<file path="src/rtl/ecc_seq_pkg.sv">
// Shared encodings for the ECC operation sequencer: FSM states, register map,
// operation/width codes and the abort error code.
package ecc_seq_pkg;

  typedef enum logic [1:0] {
    ST_IDLE   = 2'd0,
    ST_LAUNCH = 2'd1,
    ST_WAIT   = 2'd2,
    ST_DONE   = 2'd3
  } seq_state_e;

  localparam logic [4:0] OFF_CTRL    = 5'h00;
  localparam logic [4:0] OFF_DATA_IN = 5'h04;
  localparam logic [4:0] OFF_WIDTH   = 5'h08;
  localparam logic [4:0] OFF_NOISE   = 5'h0C;
  localparam logic [4:0] OFF_STATUS  = 5'h10;

  // CTRL[1:0]: reserved code is treated as encode by the core
  localparam logic [1:0] OP_ENC  = 2'b00;
  localparam logic [1:0] OP_DEC  = 2'b01;
  localparam logic [1:0] OP_FULL = 2'b10;
  localparam logic [1:0] OP_RSVD = 2'b11;

  // CODEWORD_WIDTH[1:0]: both upper codes select 32-bit codewords
  localparam logic [1:0] WIDTH_8   = 2'b00;
  localparam logic [1:0] WIDTH_16  = 2'b01;
  localparam logic [1:0] WIDTH_32  = 2'b10;
  localparam logic [1:0] WIDTH_32B = 2'b11;

  localparam logic [1:0] ERR_ABORT = 2'b11;

  localparam int unsigned STATUS_BUSY    = 0;
  localparam int unsigned STATUS_DROPPED = 1;
  localparam int unsigned STATUS_TIMEOUT = 2;

  // Wide enough for any timeout in 1..15
  localparam int unsigned CNT_W = 4;

endpackage

</file>
<file path="src/rtl/ecc_apb_regs.sv">
// APB register file for the ECC sequencer: decode, storage, read mux and
// the two W1C sticky status flags.
module ecc_apb_regs
  import ecc_seq_pkg::*;
#(
  parameter int unsigned WORD_W = 32
) (
  input  logic              clk,
  input  logic              rst,
  input  logic [4:0]        paddr,
  input  logic [WORD_W-1:0] pwdata,
  input  logic              penable,
  input  logic              psel,
  input  logic              pwrite,
  output logic [WORD_W-1:0] prdata_c,
  output logic              ctrl_wr_c,
  input  logic              busy_c,
  input  logic              set_dropped_c,
  input  logic              set_timeout_c,
  output logic [1:0]        width_q,
  output logic [WORD_W-1:0] data_in_q,
  output logic [WORD_W-1:0] noise_q
);

  logic       wr_en_c;
  logic       clr_dropped_c;
  logic       clr_timeout_c;
  logic [1:0] ctrl_q;
  logic       dropped_q;
  logic       timeout_q;

  assign wr_en_c       = psel && penable && pwrite;
  assign ctrl_wr_c     = wr_en_c && (paddr == OFF_CTRL);
  assign clr_dropped_c = wr_en_c && (paddr == OFF_STATUS) && pwdata[STATUS_DROPPED];
  assign clr_timeout_c = wr_en_c && (paddr == OFF_STATUS) && pwdata[STATUS_TIMEOUT];

  // Writable registers; unused high bits are simply not stored
  always_ff @(posedge clk or negedge rst) begin
    if (!rst) begin
      ctrl_q    <= '0;
      width_q   <= '0;
      data_in_q <= '0;
      noise_q   <= '0;
    end else if (wr_en_c) begin
      unique case (paddr)
        OFF_CTRL:    ctrl_q    <= pwdata[1:0];
        OFF_DATA_IN: data_in_q <= pwdata;
        OFF_WIDTH:   width_q   <= pwdata[1:0];
        OFF_NOISE:   noise_q   <= pwdata;
        default:     ;
      endcase
    end
  end

  // Sticky flags: a hardware set beats a simultaneous W1C
  always_ff @(posedge clk or negedge rst) begin
    if (!rst) begin
      dropped_q <= 1'b0;
      timeout_q <= 1'b0;
    end else begin
      if (set_dropped_c)      dropped_q <= 1'b1;
      else if (clr_dropped_c) dropped_q <= 1'b0;
      if (set_timeout_c)      timeout_q <= 1'b1;
      else if (clr_timeout_c) timeout_q <= 1'b0;
    end
  end

  always_comb begin
    prdata_c = '0;
    if (psel && !pwrite) begin
      unique case (paddr)
        OFF_CTRL:    prdata_c = WORD_W'(ctrl_q);
        OFF_DATA_IN: prdata_c = data_in_q;
        OFF_WIDTH:   prdata_c = WORD_W'(width_q);
        OFF_NOISE:   prdata_c = noise_q;
        OFF_STATUS:  prdata_c = WORD_W'({timeout_q, dropped_q, busy_c});
        default:     prdata_c = '0;
      endcase
    end
  end

endmodule

</file>
<file path="src/rtl/ecc_op_sequencer.sv">
// APB-fronted operation sequencer for the ECC core: one launch per accepted
// CTRL write, bounded wait for the core result, registered result and done pulse.
module ecc_op_sequencer
  import ecc_seq_pkg::*;
#(
  parameter int unsigned AMBA_ADDR_WIDTH = 20,
  parameter int unsigned AMBA_WORD       = 32,
  parameter int unsigned TIMEOUT_CYCLES  = 6
) (
  input  logic                       clk,
  input  logic                       rst,
  input  logic [AMBA_ADDR_WIDTH-1:0] PADDR,
  input  logic [AMBA_WORD-1:0]       PWDATA,
  input  logic                       PENABLE,
  input  logic                       PSEL,
  input  logic                       PWRITE,
  output logic [AMBA_WORD-1:0]       PRDATA,
  output logic                       PREADY,
  output logic                       core_start,
  output logic [1:0]                 core_op,
  output logic [1:0]                 core_width,
  output logic [AMBA_WORD-1:0]       core_data,
  output logic [AMBA_WORD-1:0]       core_noise,
  input  logic                       core_valid,
  input  logic [AMBA_WORD-1:0]       core_data_out,
  input  logic [1:0]                 core_num_err,
  output logic [AMBA_WORD-1:0]       data_out,
  output logic                       operation_done,
  output logic [1:0]                 num_of_errors
);

  localparam logic [CNT_W-1:0] CNT_LAST = CNT_W'(TIMEOUT_CYCLES - 1);

  seq_state_e           state;
  logic [CNT_W-1:0]     wait_cnt;
  logic                 ctrl_wr_c;
  logic                 busy_c;
  logic                 set_dropped_c;
  logic                 set_timeout_c;
  logic [1:0]           width_q;
  logic [AMBA_WORD-1:0] data_in_q;
  logic [AMBA_WORD-1:0] noise_q;
  logic                 paddr_unused;

  // Only the low five address bits select a register
  assign paddr_unused = ^PADDR[AMBA_ADDR_WIDTH-1:5];
  assign PREADY       = 1'b1;

  assign busy_c        = (state != ST_IDLE);
  assign set_dropped_c = ctrl_wr_c && busy_c;
  assign set_timeout_c = (state == ST_WAIT) && !core_valid && (wait_cnt == CNT_LAST);

  ecc_apb_regs #(
    .WORD_W (AMBA_WORD)
  ) u_regs (
    .clk           (clk),
    .rst           (rst),
    .paddr         (PADDR[4:0]),
    .pwdata        (PWDATA),
    .penable       (PENABLE),
    .psel          (PSEL),
    .pwrite        (PWRITE),
    .prdata_c      (PRDATA),
    .ctrl_wr_c     (ctrl_wr_c),
    .busy_c        (busy_c),
    .set_dropped_c (set_dropped_c),
    .set_timeout_c (set_timeout_c),
    .width_q       (width_q),
    .data_in_q     (data_in_q),
    .noise_q       (noise_q)
  );

  // Sequencer FSM; the op code comes from the bus since CTRL commits on this same edge
  always_ff @(posedge clk or negedge rst) begin
    if (!rst) begin
      state          <= ST_IDLE;
      wait_cnt       <= '0;
      core_start     <= 1'b0;
      core_op        <= '0;
      core_width     <= '0;
      core_data      <= '0;
      core_noise     <= '0;
      data_out       <= '0;
      num_of_errors  <= '0;
      operation_done <= 1'b0;
    end else begin
      core_start     <= 1'b0;
      operation_done <= 1'b0;
      unique case (state)
        ST_IDLE: begin
          if (ctrl_wr_c) begin
            state      <= ST_LAUNCH;
            core_start <= 1'b1;
            core_op    <= PWDATA[1:0];
            core_width <= width_q;
            core_data  <= data_in_q;
            core_noise <= noise_q;
          end
        end
        ST_LAUNCH: begin
          state    <= ST_WAIT;
          wait_cnt <= '0;
        end
        ST_WAIT: begin
          if (core_valid) begin
            state         <= ST_DONE;
            data_out      <= core_data_out;
            num_of_errors <= core_num_err;
          end else if (wait_cnt == CNT_LAST) begin
            state         <= ST_DONE;
            data_out      <= '0;
            num_of_errors <= ERR_ABORT;
          end else begin
            wait_cnt <= wait_cnt + CNT_W'(1);
          end
        end
        ST_DONE: begin
          state          <= ST_IDLE;
          operation_done <= 1'b1;
        end
        default: state <= ST_IDLE;
      endcase
    end
  end

endmodule

</file>
<file path="config.mk">
export PLATFORM = sky130hd
export DESIGN_NAME = ecc_op_sequencer
export DESIGN_NICKNAME = d
export VERILOG_FILES = /design/src/rtl/ecc_seq_pkg.sv /design/src/rtl/ecc_apb_regs.sv /design/src/rtl/ecc_op_sequencer.sv
export SDC_FILE = /design/constraint.sdc
export NUM_CORES = 1
export LEC_CHECK = 0
export ABC_AREA = 1
export BUFFER_PORTS_ARGS = -buffer_cell sky130_fd_sc_hd__buf_2
export CAP_MARGIN = 20
export CORE_MARGIN = 2
export CORE_UTILIZATION = 40
export CTS_BUF_LIST = sky130_fd_sc_hd__clkbuf_4
export CTS_CLUSTER_DIAMETER = 100
export DETAILED_ROUTE_END_ITERATION = 16
export SETUP_SLACK_MARGIN = 0.1
export SLEW_MARGIN = 5
export SYNTH_ARGS = -nofsm -noshare
export SYNTH_HDL_FRONTEND = slang
export SYNTH_HIERARCHICAL = 1
export SYNTH_SLANG_ARGS = --single-unit
</file>
<file path="constraint.sdc">
create_clock -name clk -period 3.1 [get_ports clk]
set_input_delay 0.31 -clock clk [delete_from_list [all_inputs] [get_ports clk]]
set_output_delay 0.31 -clock clk [all_outputs]
set_load 0.005 [all_outputs]
</file>
# == Yosys cells after proc, flatten, opt, wreduce, memory -nomap -nowiden ==
# Index checks and enable logic that the tools add are counted.
# classes
bitwise,0
n_mux,19
shifts,0
addsub,1
reduce_logical,27
div,0
order_cmp,0
multipliers,0
n_eq_ne,12
# op_table
operator,count
$pmux 32 s5,1
$mux 32,3
$reduce_and 2->1,7
$eq 5x4->1 const B,2
$logic_and 1x1->1,10
$reduce_bool 2->1,5
$mux 2,4
$mux 4,2
$pmux 2 s4,1
$pmux 4 s2,1
$mux 1,7
$ne 2x2->1 const B,3
$eq 5x3->1 const B,1
$eq 5x5->1 const B,1
$logic_not 5->1,1
$add 4x1->4 const B,1
$eq 2x2->1 const B,2
$eq 4x3->1 const B,1
$ne 3x2->1 const B,1
$reduce_and 3->1,1
$eq 2x1->1 const B,1
$logic_not 1->1,2
$logic_not 2->1,1
# totals
mem_count,0
wordCells,75
latchBits,0
rom_bits,0
ram_bits,0
reg_bits,180
output_inout_bits,137
inputBits,92

# == Logic depth before layout (Yosys ltp) ==
# depth
ltp_word,6
ltp_mapped,11
depth_no_buf,10

# == Hierarchy ==
# The synthesis kept the hierarchy.
# modules_own_cells
mod,n_inst,area_per_inst_um2,cells_each,seq_area_each_um2
ecc_op_sequencer,1,4416.7,493,2752.6
ecc_apb_regs,1,3430.8,429,1751.7

# == Least setup slack after synthesis ==
# Ideal clock, no wire load.
# synth_timing
kind,input -> register
from,input PENABLE
to,register core_noise[2]
slack_ps,1535
stages,9
path_buffers,2
setup_ps,116
arrival_ps,1449
required_ps,2984
cell_sequence,nand3_1 > inv_1 > nand2_1 > inv_1 > nand2_2 > buf_4 > buf_2 > nand2_1 > nand2_1
# synth_between
elab_chain_len,4
# synth_rtl
item,line_no,text
start: declaration,ecc_op_sequencer.sv:14,"input logic PENABLE,"
$logic_and 1x1->1 (2 in a row),ecc_apb_regs.sv:32,assign wr_en_c = psel && penable && pwrite;
$logic_and 1x1->1,ecc_apb_regs.sv:33,assign ctrl_wr_c = wr_en_c && (paddr == OFF_CTRL);
via ctrl_wr_c,ecc_op_sequencer.sv:36,logic ctrl_wr_c;
$reduce_and 2->1 (no line),-,
end signal: assignment,ecc_op_sequencer.sv:97,core_noise <= noise_q;
end: declaration,ecc_op_sequencer.sv:23,"output logic [AMBA_WORD-1:0] core_noise,"
# The timed path passes the listed nets, and every way through them passes these cells.
# A chain may end at the register's enable or synchronous reset.

# == Worst setup path after layout ==
# layout_timing
from,input PADDR[1]
to,output PRDATA[31]
# layout_between
elab_chain_len,3
elab_cells_between_ends,7
cone_classes,4 x eq/ne; 2 x mux; 1 x reduce/logical
# layout_rtl
item,line_no,text
start: declaration,ecc_op_sequencer.sv:12,"input logic [AMBA_ADDR_WIDTH-1:0] PADDR,"
$eq 5x5->1 (tied with other cells),ecc_apb_regs.sv:71,unique case (paddr)
$pmux 32 s5 (*),ecc_apb_regs.sv:71,
$mux 32 (*),ecc_apb_regs.sv:70,if (psel && !pwrite) begin
end: declaration,ecc_op_sequencer.sv:17,"output logic [AMBA_WORD-1:0] PRDATA,"
# Mark *: on every way between the ends. The rest lies on a longest branch, timed or not.

==> impl_summary.log <==
INFO  metric max_freq = 425 MHz
INFO  metric antenna_found_initial = 3
INFO  metric num-nets-final = 1282
INFO  metric synth-edff-count = 0
INFO  metric die_height = 144 µm
INFO  metric grt_setup_unrepaired = no
INFO  metric power.share.switching = 32.0%
INFO  metric yosysTopAreaCellShare = 57.4%
INFO  metric cts_tree = done
INFO  metric ioPinCount = 229
INFO  metric cp_max_fo = 31
INFO  metric layout-area-overhead-vs-synth = 28.7%
INFO  metric initial_core_util = 40.6%
INFO  metric ys_seq_elements = 180
INFO  metric clock_latency = 550 ps
INFO  metric ys_async_sr_fraction = 100%
INFO  metric final.setup.tns = 0 ps
INFO  metric number_of_post_cts_setup_repair_buffers = 0
INFO  metric overall_die_area = 20800 µm²
INFO  metric hold_viol_final = 0
INFO  metric finClkSkew = 21.5 ps
INFO  metric cts.reportedPaths.clkPinSlew = 150 ps
INFO  metric timing.max_slew.rel_slack = 36.4%
INFO  metric final_hpwl_from_detailed_placement = 13600 µm
INFO  metric setup_viol = 0
INFO  metric floorplan.rows = 51
INFO  metric final_core_util = 52.2%
INFO  metric final_max_slew_viol_count = 0
INFO  metric synth_seq_area_share = 57.4%
INFO  metric drt_first_pass_iters = 4
INFO  metric worstSetupPathType = input port to output port
INFO  metric worstPathRequired = 2790 ps
INFO  metric worst_ep_arrival_time = 2040 ps
INFO  metric hold_path_class = input port to flip-flop
INFO  metric htree_num_levels = 4
INFO  metric ant_nets = 0
INFO  metric clockPowerShare = 23.8%
INFO  metric place.gp.congestion = 0.805
INFO  metric maximum_number_of_pins_on_one_net_before_global_route_repair = 84
INFO  metric drc_errors = 0
INFO  metric run_status = finished, final reports clean
INFO  metric max_slew.worst_pin.slew = 952 ps
INFO  metric die_width = 144 µm
INFO  metric synth_cell_types = 28
INFO  metric period_needed = 2350 ps
INFO  metric synth_area_leader_cell = dfrtp_1
INFO  metric switchingPower = 0.00189 W
INFO  metric drive_above_1_share = 22.7%
INFO  metric drt_wl_total = 21300 µm
INFO  metric detail_route.wl_per_cell = 14.5 µm
INFO  metric cts_buffers = 17
INFO  metric cp-start-kind = input port
INFO  metric power_density = 584 nW/µm²
INFO  metric cts-root-buf = clkbuf_4
INFO  metric min_period_over_period = 75.8%
INFO  metric comb_power_share = 23.8%
INFO  metric netlist_area = 7850 µm²
INFO  metric cts.hold.buffers_added = 67
INFO  metric synthesis.yosys.warnings = 6
INFO  metric synth_fp_nets = 1020
INFO  metric core_area = 19300 µm²
INFO  metric post_synth_main_area_contributors = dfrtp_1, nand2_1, inv_1
INFO  metric drt_iter0_drc = 336
INFO  metric power.ir.vdd_worst = 0.280 mV
INFO  metric global_route_wire_length_before_repair = 34000 µm
INFO  metric leakagePower = 5.62 nW
INFO  metric synthesis.area_per_instance = 8.51 µm²
INFO  metric postSynth.topFlopCell = dfrtp_1
INFO  metric endpoint_kind = output port
INFO  metric cts_repair_resize_count = 0
INFO  metric clock_sinks = 180
INFO  metric global_route.overflow_total = 0
INFO  metric grt_util_all_layers = 21.0%
INFO  metric avgViaCountPerCell = 4.75
INFO  metric post_synthesis_cell_count = 922
INFO  metric power_internal = 0.00402 W
INFO  metric dr_total_vias = 6945
INFO  metric grt_pass1_vias = 6619
INFO  metric portBuffers = 212
INFO  metric pwr-share-seq = 52.4%
INFO  metric clock_tree.buffer_depth = 2
INFO  metric timing.max_cap.violations = 0
[cells by family after synthesis]
kind of cell | share of synthesized area, %
AO/OA/AOI/OAI | 7.57
XOR/XNOR | 0.112
adder cells (fa/ha/maj) | 0.957
buffers and inverters | 9.22
flip-flops | 57.4
other | 0.0478
AND/OR/NAND/NOR | 24.7
[critical path, cell delays in order]
cell     delay, ps
buf_2          100
nor2_2         200
buf_4          230
nand3_4        440
o22ai_1        370
inv_1           60
nor2_1         160
buf_2          150
[layer usage]
layer	track usage [%]	part of all wire, %	wire (µm)
met5	0	0.061	13
met4	8.10	2.2	469
met3	3.18	4.6	968
met2	33.5	48	10100
met1	28.9	46	9690
[flip-flops by register name (all words and copies together), names as in the netlist]
name / flops
core_data: 32
core_noise: 32
data_out: 32
u_regs/data_in_q: 32
u_regs/noise_q: 32
wait_cnt: 4
core_op: 2
core_width: 2
num_of_errors: 2
state: 2
u_regs/ctrl_q: 2
u_regs/width_q: 2
core_start: 1
operation_done: 1
u_regs/dropped_q: 1
u_regs/timeout_q: 1
[power by group through the flow]
| stage | combinational (W) | sequential [W] | clock [W] |
|---|---|---|---|
| 6_report | 0.00141 | 0.00309 | 0.00140 |
| 5_1_grt | 0.00162 | 0.00316 | 0.00155 |
| 4_1_cts | 0.00142 | 0.00309 | 0.00147 |
| 3_5_place_dp | 0.00135 | 0.00313 | 0 |
| 3_3_place_gp | 0.00133 | 0.00312 | 0 |
| 2_1_floorplan | 0.000717 | 0.00313 | 0 |
[cell type report]
| type | instances | area [µm²] |
|---|---|---|
| inverter | 109 | 409 |
| tap | 265 | 332 |
| clock inverter | 14 | 179 |
| multi-input combinational | 581 | 2620 |
| fill | 1890 | 9240 |
| antenna | 2 | 5.00 |
| clock buffer | 17 | 128 |
| sequential | 180 | 4500 |
| timing repair buffer | 295 | 1920 |
[cell usage after synthesis (3+ instances only)]
cell type    n
nand2_1    317
inv_1      107
o21ai_1     35
ha_1         6
nand3_1     79
buf_6        5
nand4_1     11
nand2_2      3
o21ai_0     39
clkbuf_1     8
nor2_1      44
o22ai_1     29
dfrtp_1    180
a21oi_1      4
buf_4       13
buf_2       26
[cell usage in the layout, fill, tap and decap left out, drive strengths merged]
| cell | instances |
|---|---|
| buf | 227 |
| ha | 6 |
| o21ai | 74 |
| o211ai | 1 |
| conb | 1 |
| clkbuf | 18 |
| o22ai | 29 |
| nor2 | 49 |
| nor3 | 1 |
| dfrtp | 180 |
| xnor2 | 1 |
| dlygate4sd3 | 67 |
| nand2 | 320 |
| bufinv | 3 |
| clkinvlp | 1 |
| diode | 2 |
| nand4 | 12 |
| a21o | 2 |
| nand3 | 81 |
| inv | 112 |
| a21oi | 4 |
| clkinv | 7 |
[worst paths after layout]
path	endpoint	cells past startpoint	from	slack [ps]
worst max-delay path	PRDATA[31]	8	PADDR[1]	750
worst min-delay path	data_out[30]	3	core_valid	200
worst max register to register	num_of_errors[1]	6	state[0]	1010
worst min register to register	core_noise[12]	2	u_regs/noise_q[12]	470
max in group asynchronous	core_noise[4]	3	rst	1940
min in group asynchronous	core_noise[14]	2	rst	320
[per-stage QoR]
step | worst slack [ps] | cell area [µm²] | std cells | hold slack (ps) | total power [W]
CTS | 771 | 10100 | 1461 | 152 | 0.00598
global route | 632 | 10100 | 1463 | 203 | 0.00634
global placement | 755 | 9120 | 1363 | 409 | 0.00445
finish | 749 | 10100 | 1463 | 204 | 0.00590
floorplan | 1530 | 7850 | 922 | 14.4 | 0.00385
detailed placement | 735 | 9120 | 1363 | 408 | 0.00448
Power figures use the tool's default switching activity.
